===== src/rtl/aes_ctrl_pkg.sv =====
// aes_ctrl_pkg: shared states, constants and helpers for the AES round-key store sequencer.
package aes_ctrl_pkg;
  typedef enum logic [2:0] {IDLE, LOAD, EMIT_RD, EMIT_HOLD, REFRESH, EXPAND, DONE} state_t;
  localparam logic [7:0] RCON_POLY = 8'h1B;
  localparam logic [3:0] COL3 [4] = '{4'h3, 4'h7, 4'hB, 4'hF};
  function automatic logic [3:0] key_addr(input logic [3:0] n);
    return {n[1:0], n[3:2]};
  endfunction
  function automatic logic [7:0] xtime(input logic [7:0] b);
    return {b[6:0], 1'b0} ^ (b[7] ? RCON_POLY : 8'h00);
  endfunction
endpackage


===== src/rtl/aes_rcon_gen.sv =====
// aes_rcon_gen: round constant register, stepped by xtime in GF(2^8).
module aes_rcon_gen
  import aes_ctrl_pkg::*;
#(
  parameter logic [7:0] RCON_INIT = 8'h01
) (
  input  logic       clk,
  input  logic       rst,
  input  logic       load_init,
  input  logic       step,
  output logic [7:0] rcon
);
  logic [7:0] rcon_q, rcon_d;
  always_comb rcon_d = load_init ? RCON_INIT : step ? xtime(rcon_q) : rcon_q;
  always_ff @(posedge clk or posedge rst) begin
    if (rst) rcon_q <= RCON_INIT;
    else rcon_q <= rcon_d;
  end
  assign rcon = rcon_q;
endmodule


===== src/rtl/aes_key_sched_ctrl.sv =====
// aes_key_sched_ctrl: loads a 128-bit key into the round-key store, then alternates
// streaming each round key out with a column-3 refresh and an expand strobe.
module aes_key_sched_ctrl
  import aes_ctrl_pkg::*;
#(
  parameter int unsigned NUM_ROUNDS = 10,
  parameter logic [7:0]  RCON_INIT  = 8'h01
) (
  input  logic       CLK,
  input  logic       RST,
  input  logic       start,
  input  logic [7:0] key_in,
  input  logic       key_valid,
  output logic       key_ready,
  output logic [7:0] rk_data,
  output logic       rk_valid,
  input  logic       rk_ready,
  output logic [3:0] rk_round,
  output logic       rk_last,
  output logic       busy,
  output logic       done,
  output logic       mem_cs,
  output logic       mem_rw,
  output logic [3:0] mem_addr,
  output logic [7:0] mem_wdata,
  output logic       mem_op,
  input  logic [7:0] mem_rdata,
  output logic [7:0] rcon
);
  localparam logic [3:0] LAST = 4'(NUM_ROUNDS);
  state_t     state_q, state_d;
  logic [3:0] n_q, n_d, round_q, round_d;
  logic [2:0] step_q, step_d;
  logic [7:0] rk_data_q;
  logic       fresh_q;
  logic       load_init, rcon_step, key_wr, emit_rd, refresh;
  always_comb begin
    state_d   = state_q;
    n_d       = n_q;
    round_d   = round_q;
    step_d    = step_q;
    load_init = 1'b0;
    rcon_step = 1'b0;
    case (state_q)
      IDLE: begin
        state_d = start ? LOAD : IDLE;
        n_d     = 4'd0;
      end
      LOAD: begin
        n_d     = key_valid ? n_q + 4'd1 : n_q;
        state_d = (key_valid && n_q == 4'hF) ? EMIT_RD : LOAD;
      end
      EMIT_RD: state_d = EMIT_HOLD;
      EMIT_HOLD: if (rk_ready) begin
        n_d     = n_q + 4'd1;
        step_d  = 3'd0;
        state_d = n_q != 4'hF ? EMIT_RD : round_q == LAST ? DONE : REFRESH;
      end
      REFRESH: begin
        step_d  = step_q + 3'd1;
        state_d = step_q == 3'd7 ? EXPAND : REFRESH;
      end
      EXPAND: begin
        rcon_step = 1'b1;
        round_d   = round_q + 4'd1;
        n_d       = 4'd0;
        state_d   = EMIT_RD;
      end
      DONE: begin
        load_init = 1'b1;
        round_d   = 4'd0;
        state_d   = IDLE;
      end
      default: state_d = IDLE;
    endcase
  end
  always_ff @(posedge CLK or posedge RST) begin
    if (RST) begin
      state_q   <= IDLE;
      n_q       <= 4'd0;
      round_q   <= 4'd0;
      step_q    <= 3'd0;
      rk_data_q <= 8'h00;
      fresh_q   <= 1'b0;
    end else begin
      state_q   <= state_d;
      n_q       <= n_d;
      round_q   <= round_d;
      step_q    <= step_d;
      rk_data_q <= rk_data;
      fresh_q   <= state_q == EMIT_RD;
    end
  end
  // Read data arrives the cycle after EMIT_RD; later stall cycles replay the captured byte.
  assign rk_data   = fresh_q ? mem_rdata : rk_data_q;
  assign key_wr    = state_q == LOAD && key_valid;
  assign emit_rd   = state_q == EMIT_RD;
  assign refresh   = state_q == REFRESH;
  assign key_ready = state_q == LOAD;
  assign rk_valid  = state_q == EMIT_HOLD;
  assign rk_round  = round_q;
  assign rk_last   = rk_valid && round_q == LAST && n_q == 4'hF;
  assign busy      = state_q != IDLE;
  assign done      = state_q == DONE;
  assign mem_op    = state_q == EXPAND;
  assign mem_cs    = key_wr || emit_rd || refresh || mem_op;
  assign mem_rw    = emit_rd || (refresh && !step_q[0]);
  assign mem_addr  = (key_wr || emit_rd) ? key_addr(n_q) : refresh ? COL3[step_q[2:1]] : 4'h0;
  // Refresh writes echo the byte read one cycle earlier so the store reloads its SubWord register.
  assign mem_wdata = key_wr ? key_in : (refresh && step_q[0]) ? mem_rdata : 8'h00;
  aes_rcon_gen #(.RCON_INIT(RCON_INIT)) u_rcon (
    .clk      (CLK),
    .rst      (RST),
    .load_init(load_init),
    .step     (rcon_step),
    .rcon     (rcon)
  );
endmodule


===== config.mk =====
export PLATFORM = sky130hd
export DESIGN_NAME = aes_key_sched_ctrl
export DESIGN_NICKNAME = d
export VERILOG_FILES = /design/src/rtl/aes_ctrl_pkg.sv /design/src/rtl/aes_rcon_gen.sv /design/src/rtl/aes_key_sched_ctrl.sv
export SDC_FILE = /design/constraint.sdc
export NUM_CORES = 1
export LEC_CHECK = 0
export ABC_AREA = 1
export CAP_MARGIN = 25
export CELL_PAD_IN_SITES_DETAIL_PLACEMENT = 2
export CELL_PAD_IN_SITES_GLOBAL_PLACEMENT = 2
export CORE_MARGIN = 2
export CORE_UTILIZATION = 22
export DETAILED_ROUTE_END_ITERATION = 12
export GPL_TIMING_DRIVEN = 1
export PLACE_DENSITY = 0.83
export SKIP_LAST_GASP = 1
export SYNTH_ARGS = -nofsm -noshare
export SYNTH_HDL_FRONTEND = slang
export SYNTH_HIERARCHICAL = 1
export SYNTH_SLANG_ARGS = --single-unit

===== constraint.sdc =====
create_clock -name CLK -period 1.29 [get_ports CLK]
set_clock_uncertainty 0.05 [all_clocks]
set_input_delay 0.129 -clock CLK [delete_from_list [all_inputs] [get_ports CLK]]
set_output_delay 0.129 -clock CLK [all_outputs]
set_load 0.05 [all_outputs]

; After elaboration in Yosys (flattened, before gate mapping)
; Index checks and enable logic that the tools add are counted.
[totals]
wordCells = 71
ff_bits = 31
inputBits = 21
output_inout_bits = 40
[classes]
magnitude_cmp = 1
mux = 26
addsub = 3
reduce_logical = 20
n_eq_ne = 12
bitwise = 2
[ops]
columns = operator, n
row1 = two-way mux 8 bit, 5
row2 = two-way mux 4 bit, 6
row3 = case mux 3 bit (6 select lines), 1
row4 = "equality test 3 bit, second input constant", 4
row5 = case mux 4 bit (3 select lines), 1
row6 = two-way mux 3 bit, 3
row7 = "adder 4 x 1 -> 4 bit, second input constant", 2
row8 = binary-select mux 4 bit (select 2 bit), 1
row9 = "equality test 4 bit, second input constant", 2
row10 = case mux 4 bit (2 select lines), 1
row11 = bitwise XOR 8 bit, 1
row12 = "equality test 3 x 2 -> 1 bit, second input constant", 2
row13 = logical AND 1 bit, 6
row14 = case mux 3 bit (2 select lines), 1
row15 = nonzero test 2 bit, 3
row16 = nonzero test 3 bit, 2
row17 = two-way mux 5 bit, 1
row18 = logical OR 1 bit, 4
row19 = two-way mux 1 bit, 4
row20 = two-way mux 2 bit, 2
row21 = "!= test 4 bit, second input constant", 1
row22 = "adder 3 x 1 -> 3 bit, second input constant", 1
row23 = "equality test 3 x 1 -> 1 bit, second input constant", 1
row24 = "greater-or-equal comparator 3 bit, second input constant", 1
row25 = other kinds (8), 8

; Logic depth before layout (Yosys ltp)
; Gate-level depths: netlist of run 1.
[depth]
ltp_word = 6
mapped_depth = 8
mapped_depth_nobuf = 8

; Modules after synthesis
; Netlist of run 1, hierarchy kept.
[by_module_without_submodules]
columns = mod, cells_each, seq_area_each_um2, n_inst, area_each_um2
row1 = aes_key_sched_ctrl, 167, 575.6, 1, 1363.8
row2 = aes_rcon_gen, 45, 201.4, 1, 370.4

; Least setup slack after synthesis of run 1
; No wires, ideal clock.
[synth_path]
kind = register to output
startpoint = register state_q[1]
endpoint = output port mem_addr[2]
path_buffers = 1
arrival_ns = 1.881
setup_slack_ns = -0.770
path_stages_with_launch = 5
required_time_ns = 1.111
path_cell_list = dfrtp_1 buf_6 nor2_1 nand2_2 o21ai_0
[synth_between]
elab_chain_cells = 4
word_cells_on_any_way = 7
cone_classes = eq/ne: 3 / mux: 2 / reduce/logical: 2
[synth_rtl]
columns = item, line_no
row1 = start: declaration, aes_key_sched_ctrl.sv:31  ; state_t state_q, state_d;
row2 = start signal: assignment, aes_key_sched_ctrl.sv:86  ; state_q <= state_d;
row3 = equality test 3 x 1 -> 1 bit, aes_key_sched_ctrl.sv:96  ; assign key_wr = state_q == LOAD && key_valid;
row4 = logical AND 1 bit, aes_key_sched_ctrl.sv:96
row5 = logical OR 1 bit, aes_key_sched_ctrl.sv:108  ; assign mem_addr = (key_wr || emit_rd) ? key_addr(n_q) : refresh ? COL3[step_q[2:1]] : 4'h0;
row6 = two-way mux 4 bit *, aes_key_sched_ctrl.sv:108
row7 = end: declaration, aes_key_sched_ctrl.sv:24  ; output logic [3:0] mem_addr,
; Every way passes the cells marked *; elsewhere a longest branch is shown, timed or not.

; Final worst setup path of run 1
[layout_path]
startpoint = register state_q[1]
endpoint = output port done
[layout_between]
elab_chain_cells = 1
[layout_rtl]
columns = item, line_no
row1 = equality test 3 bit, aes_key_sched_ctrl.sv:104  ; assign done = state_q == DONE;
row2 = end: declaration, aes_key_sched_ctrl.sv:21  ; output logic done,
; Every way passes these cells.

==> results.json, run 1 <==
{
  "layout-drive-gt1-share": 0.568,
  "report.final.slew_viol_count": 0,
  "worst_slack_ns": -0.547,
  "highest_clock_frequency_the_design_can_meet_mhz": 544,
  "setup_violations": 50,
  "status": "finished with violations",
  "grt_antenna_before_repair": 0,
  "std_cell_rows": 32,
  "route.antenna.remaining_nets": 0,
  "cp_slowest_cell": "sky130_fd_sc_hd__dfrtp_2",
  "yosysWarningCount": 6,
  "internal_power_mw": 4.29,
  "maxCapViolations": 0,
  "worstReg2RegStart": "state_q[1]",
  "use_met3": 0.0448,
  "cts_buffers": 5,
  "timing.critical_path.arrival_ns": 1.66,
  "synthDominantAreaCellType": "sky130_fd_sc_hd__dfrtp_1",
  "ctsRootBufferMaster": "sky130_fd_sc_hd__clkbuf_8",
  "regToRegEndpoint": "u_rcon/rcon[2]",
  "worstSkewPairLatency_ns": 0.31,
  "final_critical_path_share_of_the_clock_period": 1.42,
  "groute.layer.met1.usage": 0.245,
  "worstSetupEndpoint": "done",
  "r2r_cells": 9,
  "slew_headroom": 0.763,
  "layout_nets": 358,
  "gr-max-usage-layer": "met2",
  "cts.path.max_buffers": 2,
  "postSynthCellCount": 212,
  "leakage_nw": 1.73,
  "clkSlewWorstSetupHoldPaths_ns": 0.08,
  "synth_enable_flop_cells": 0,
  "setup.reg_to_reg.worst_slack_ns": -0.53,
  "worst-path-max-fanout": 5,
  "setup_tns_ns": -20.49,
  "first_global_vias": 2347,
  "critical-path-top-cell-by-count": "sky130_fd_sc_hd__buf_4",
  "groute.usage.overall": 0.221,
  "violations": "negative setup slack",
  "comb_power_share": 0.703,
  "synth_nets": 238,
  "wl_per_cell_microns": 20.8,
  "globalRouteMet2Util": 0.423,
  "ratio_of_routed_vias_to_standard_cells": 4.62,
  "max_stage_delay_ns": 0.49,
  "worst_setup_path_startpoint": "state_q[1]",
  "top_reg_cell_synth": "sky130_fd_sc_hd__dfrtp_1",
  "grt_first_pass_wirelength_microns": 14100,
  "cts_tree": "yes",
  "cts_h_tree_depth": 2,
  "critical_path_required_ns": 1.11,
  "path_type_of_the_worst_min_delay_path": "input port to asynchronous set/reset pin",
  "die-width_microns": 92.8,
  "dp_slack_ns": -0.266,
  "globalRoute.totalOverflow": 0,
  "flow.area_growth_from_synthesis_pct": 115,
  "cts_sinks": 31,
  "postSynth.asyncResetShare": 1.00,
  "final_period_minus_worst_setup_slack_ns": 1.84,
  "finalHoldViolations": 0,
  "buffer_ports.inserted": 60,
  "effective_utilization_at_floorplan": 0.226,
  "finalWirelength_microns": 9060,
  "ir_drop_mv": 1.33,
  "start_kind": "flip-flop",
  "report.power.total_mw": 7.89,
  "worstSetupPathType": "flip-flop to output pin",
  "part_of_the_yosys_area_used_for_sequential_elements": 0.448,
  "finalWeightedCongestion": 0.762,
  "io-pin-count": 61,
  "seq_power_share": 0.178,
  "die_h_microns": 92.8,
  "setup.worst_path.end_class": "output pin",
  "clock_power_share": 0.118,
  "synth_top_area_share": 0.433,
  "path_cells": "buf_4 > buf_6 > buf_4 > nand3_4 > clkinvlp_4 > buf_12",
  "pwr_density_cell_nw_per_um2": 2110,
  "die-area_sq_um": 8610,
  "synth.top_cells.by_count": "sky130_fd_sc_hd__nand2_1 (68), sky130_fd_sc_hd__dfrtp_1 (30), sky130_fd_sc_hd__nand3_1 (23)",
  "total_via_count_in_the_routed_design": 2010,
  "postCtsHoldBufs": 0,
  "syn-cell-area_sq_um": 1730,
  "core_region_area_sq_um": 7690,
  "synth_cell_types": 24,
  "total_switching_power_mw": 3.60,
  "maximum_number_of_pins_on_one_net_before_global_route_repair": 24,
  "rsz0062_at_grt": "true",
  "drt_first_pass_iters": 4,
  "post_synth.cell_area_avg_sq_um": 8.18,
  "synth-seq-cells": 31,
  "pin_slew_with_the_least_headroom_to_its_limit_ns": 0.355,
  "power.share.switching": 0.456,
  "insertedDiodeCount": 0,
  "hpwl_microns": 5600,
  "drcViolationCount": 0,
  "initialDrtViolationCount": 60,
  "synth_top_cells_by_area": "sky130_fd_sc_hd__dfrtp_1 (43%), sky130_fd_sc_hd__nand2_1 (15%), sky130_fd_sc_hd__nand3_1 (6.6%)",
  "yosys.cell_count.top_type": "sky130_fd_sc_hd__nand2_1"
}
layer usage:
metal  vias to the layer above  wire length [microns]
met5                         -                      0
met4                         0                    149
met3                        12                    347
met2                        57                   4980
met1                      1026                   3580
li1                        915                      -
how the worst min path moves through the flow:
stage | cells past startpoint | startpoint | slack (ns) | endpoint
global placement | 2 | RST | 0.38 | u_rcon/rcon[4]
floorplan | 1 | RST | -0.11 | u_rcon/rcon[1]
CTS | 2 | RST | 0.11 | u_rcon/rcon[1]
finish | 2 | RST | 0.08 | u_rcon/rcon[5]
global route | 2 | RST | 0.13 | u_rcon/rcon[1]
detailed placement | 2 | RST | 0.42 | u_rcon/rcon[4]
placed cells by master, fill, tap and decap left out, types with 3 or more instances in the layout:
cell type,n
sky130_fd_sc_hd__buf_4,44
sky130_fd_sc_hd__nand2_1,39
sky130_fd_sc_hd__buf_12,36
sky130_fd_sc_hd__dfrtp_1,26
sky130_fd_sc_hd__nand3_1,20
sky130_fd_sc_hd__clkdlybuf4s50_1,20
sky130_fd_sc_hd__nand2_2,18
sky130_fd_sc_hd__inv_1,15
sky130_fd_sc_hd__nand2_4,14
sky130_fd_sc_hd__buf_6,9
sky130_fd_sc_hd__nor2_4,8
sky130_fd_sc_hd__mux2_4,8
sky130_fd_sc_hd__buf_8,8
sky130_fd_sc_hd__clkbuf_8,7
sky130_fd_sc_hd__o21ai_2,6
sky130_fd_sc_hd__inv_2,5
sky130_fd_sc_hd__nor2_1,5
sky130_fd_sc_hd__ha_1,5
sky130_fd_sc_hd__clkinvlp_4,4
sky130_fd_sc_hd__o21ai_4,4
sky130_fd_sc_hd__dfrtp_2,4
sky130_fd_sc_hd__nand3_4,3
sky130_fd_sc_hd__nand3_2,3
sky130_fd_sc_hd__o21ai_0,3
sky130_fd_sc_hd__o21ai_1,3
per-stage QoR:
stage               utilization  hold slack (ns)  instances  instance area [sq um]
CTS                       0.470            0.106        427                   3610
finish                    0.485           0.0845        435                   3730
global placement          0.411            0.380        405                   3160
detailed placement        0.411            0.416        405                   3160
floorplan                     -           -0.106        212                   1870
global route              0.485            0.126        435                   3730
worst max-delay path, delay by kind of cell, from the launching register on:
kind                   cells  cell delay (ns)
buffers and inverters      5             0.76
flip-flops                 1             0.49
AND/OR/NAND/NOR            1             0.09
logic make-up (layout without fill, tap and decap cells):
group	after synthesis	count (layout)	share of synthesized area
muxes	8	8	0.0520
adders and majority gates	5	5	0.0361
and+or+nand+nor	113	113	0.297
DFF	31	31	0.448
xor gates and xnor gates	2	2	0.0101
buffers and inverters	30	151	0.0786
AOI/OAI and AO/OA	23	23	0.0786
layout make-up:
type	instances	area [sq um]
clock buffer	8	100
inverter	26	118
fill	785	3960
tap	102	128
timing repair buffer	117	1470
sequential	31	782
multi-input combinational	151	1130
timing repair:
item / CTS / global route
resized for setup: 70 / 16
endpoints found under the setup margin: 49 / 50
buffers inserted: 14 / 10
pin swaps: 10 / 8
power by group through the flow:
stage | Sequential (mW) | Clock, mW | Combinational, mW
after CTS | 1.37 | 0.898 | 5.14
after global placement | 1.34 | 0 | 4.08
after floorplan | 1.34 | 0 | 2.38
after global routing | 1.43 | 1.00 | 5.83
final | 1.41 | 0.933 | 5.55
after detailed placement | 1.37 | 0 | 4.23
state kept, by name, indices dropped and copies added (netlist names):
register,count
state_q,3
u_rcon/rcon,8
fresh_q,1
rk_data_q,8
rk_round,4
step_q,3
n_q,4
(Power assumes the default switching activity.)
==> run 2: changes to the inputs <==
TNS_END_PERCENT = 1   (was not set)
==> run 2 against run 1 <==
- the run still ends with negative setup slack left
- sequential share of layout area rose by 2.6 points
- wire length fell by 13%
- sequential cell count did not move
- critical endpoint is now mem_op
==> results.json, run 2 (synthesis results as in run 1) <==
{
  "status": "finished with violations",
  "violations": "negative setup slack",
  "layout_nets": 345,
  "setup.worst_path.end_class": "output pin",
  "insertedDiodeCount": 0,
  "cts_h_tree_depth": 2,
  "report.final.slew_viol_count": 0,
  "setup_violations": 50,
  "multi_input_comb_area_sq_um": 958,
  "final_critical_path_share_of_the_clock_period": 1.42,
  "final_period_minus_worst_setup_slack_ns": 1.84,
  "globalRoute.totalOverflow": 0,
  "io-pin-count": 61,
  "die-width_microns": 92.8,
  "total_via_count_in_the_routed_design": 1917,
  "max_stage_delay_ns": 0.43,
  "maxCapViolations": 0,
  "core_region_area_sq_um": 7690,
  "dp_slack_ns": -0.236,
  "ctsRootBufferMaster": "sky130_fd_sc_hd__clkbuf_8",
  "worst-path-max-fanout": 7,
  "cp_slowest_cell": "sky130_fd_sc_hd__dfrtp_1",
  "cts_sinks": 31,
  "rsz0062_at_grt": "true",
  "postCtsHoldBufs": 0,
  "ir_drop_mv": 0.722,
  "filler_cell_count": 826,
  "first_global_vias": 2269,
  "setup.reg_to_reg.worst_slack_ns": -0.32,
  "die-area_sq_um": 8610,
  "leakage_nw": 1.56,
  "std_cell_rows": 32,
  "initialDrtViolationCount": 40,
  "finalWeightedCongestion": 0.754,
  "buffer_ports.inserted": 60,
  "cts.path.max_buffers": 2,
  "path_cells": "inv_2 > nor2_4 > buf_4 > nand2_4 > clkinvlp_4 > buf_4 > buf_12",
  "ratio_of_routed_vias_to_standard_cells": 4.54,
  "hold-worst-slack_ns": 0.109,
  "worstReg2RegStart": "state_q[0]",
  "worstSkewPairLatency_ns": 0.30,
  "grt_first_pass_wirelength_microns": 12700,
  "slew_headroom": 0.748,
  "regToRegEndpoint": "u_rcon/rcon[2]",
  "flow.area_growth_from_synthesis_pct": 91.2,
  "start_kind": "flip-flop",
  "layout_commonest_cell": "sky130_fd_sc_hd__nand2_1",
  "worst_slack_ns": -0.546,
  "pin_slew_with_the_least_headroom_to_its_limit_ns": 0.378,
  "finalHoldViolations": 0,
  "timing.critical_path.arrival_ns": 1.66,
  "final_cell_mix": "sky130_fd_sc_hd__nand2_1 (51), sky130_fd_sc_hd__buf_4 (50), sky130_fd_sc_hd__buf_12 (34)",
  "cts_buffers": 5,
  "grt_antenna_before_repair": 0,
  "drt_first_pass_iters": 4,
  "pwr_density_cell_nw_per_um2": 1960,
  "worstSetupPathType": "flip-flop to output pin",
  "hpwl_microns": 5680,
  "finalWirelength_microns": 7880,
  "critical_path_required_ns": 1.11,
  "clkSlewWorstSetupHoldPaths_ns": 0.07,
  "critical-path-top-cell-by-count": "sky130_fd_sc_hd__buf_4",
  "die_h_microns": 92.8,
  "route.antenna.remaining_nets": 0,
  "sequential_cell_area_sq_um": 781,
  "maximum_number_of_pins_on_one_net_before_global_route_repair": 24,
  "groute.usage.overall": 0.193,
  "effective_utilization_at_floorplan": 0.226,
  "r2r_cells": 7,
  "cts_tree": "yes",
  "path_type_of_the_worst_min_delay_path": "input port to asynchronous set/reset pin",
  "report.power.total_mw": 6.50,
  "wl_per_cell_microns": 18.7,
  "drcViolationCount": 0,
  "highest_clock_frequency_the_design_can_meet_mhz": 545,
  "layout-drive-gt1-share": 0.475
}
[run 2: worst max path at each step]
stage          startpoint           end  slack [ns]
3_5_place_dp    key_valid  mem_wdata[4]       -0.24
5_1_grt        state_q[0]  mem_wdata[7]       -0.62
4_1_cts        state_q[0]  mem_wdata[7]       -0.50
6_report       state_q[0]        mem_op       -0.55
2_1_floorplan  state_q[2]       rk_last       -0.22
3_3_place_gp    key_valid  mem_wdata[0]       -0.17
[run 2: power by group]
group          total (mW)  switching [mW]  internal [mW]
registers            1.42           0.200           1.22
logic                4.32            2.53           1.78
clock network       0.765           0.387          0.378
total                6.50            3.12           3.38
[run 2: per-layer routing]
metal / routed length, microns / share of wire / track usage
met4: 142 / 0.018 / 0.0650
met1: 3260 / 0.41 / 0.224
met3: 261 / 0.033 / 0.0293
met5: 0 / 0 / 0
met2: 4220 / 0.53 / 0.358
[run 2: layout make-up]
class                   instances  share of cell area
multi-input cells             151               0.289
clock buffers                   7              0.0230
inverters                      26              0.0336
well taps                     102              0.0385
clock inverters                 1             0.00151
flip-flops and latches         31               0.235
repair buffers                104               0.379
[run 2: repair_timing]
| action | CTS | global route |
|---|---|---|
| buffers inserted | 6 | 0 |
| cloned | 0 | 0 |
| pin swaps | 5 | 2 |
| resized for setup | 17 | 2 |
| setup endpoints to repair | 49 | 50 |
[run 2: metrics by stage]
step | cell area, sq um | cells | setup TNS, ns | util
after global placement | 3110 | 408 | -3.14 | 0.405
after global routing | 3320 | 422 | -21.87 | 0.431
after floorplan | 1810 | 212 | -5.43 | -
final | 3320 | 422 | -17.33 | 0.431
after CTS | 3300 | 422 | -15.80 | 0.429
after detailed placement | 3110 | 408 | -5.18 | 0.405
[run 2: critical path: cells and delay by family (launching register included)]
kind	cells	cell delay [ns]
DFF	1	0.43
buffers and inverters	5	0.81
and+or+nand+nor	2	0.13
==> run 3: changes to the inputs <==
GPL_ROUTABILITY_DRIVEN = 0   (was not set)
SLEW_MARGIN = 5   (was not set)
==> results of run 3 <==
The final DEF is identical to that of run 2; final timing and power are the same.
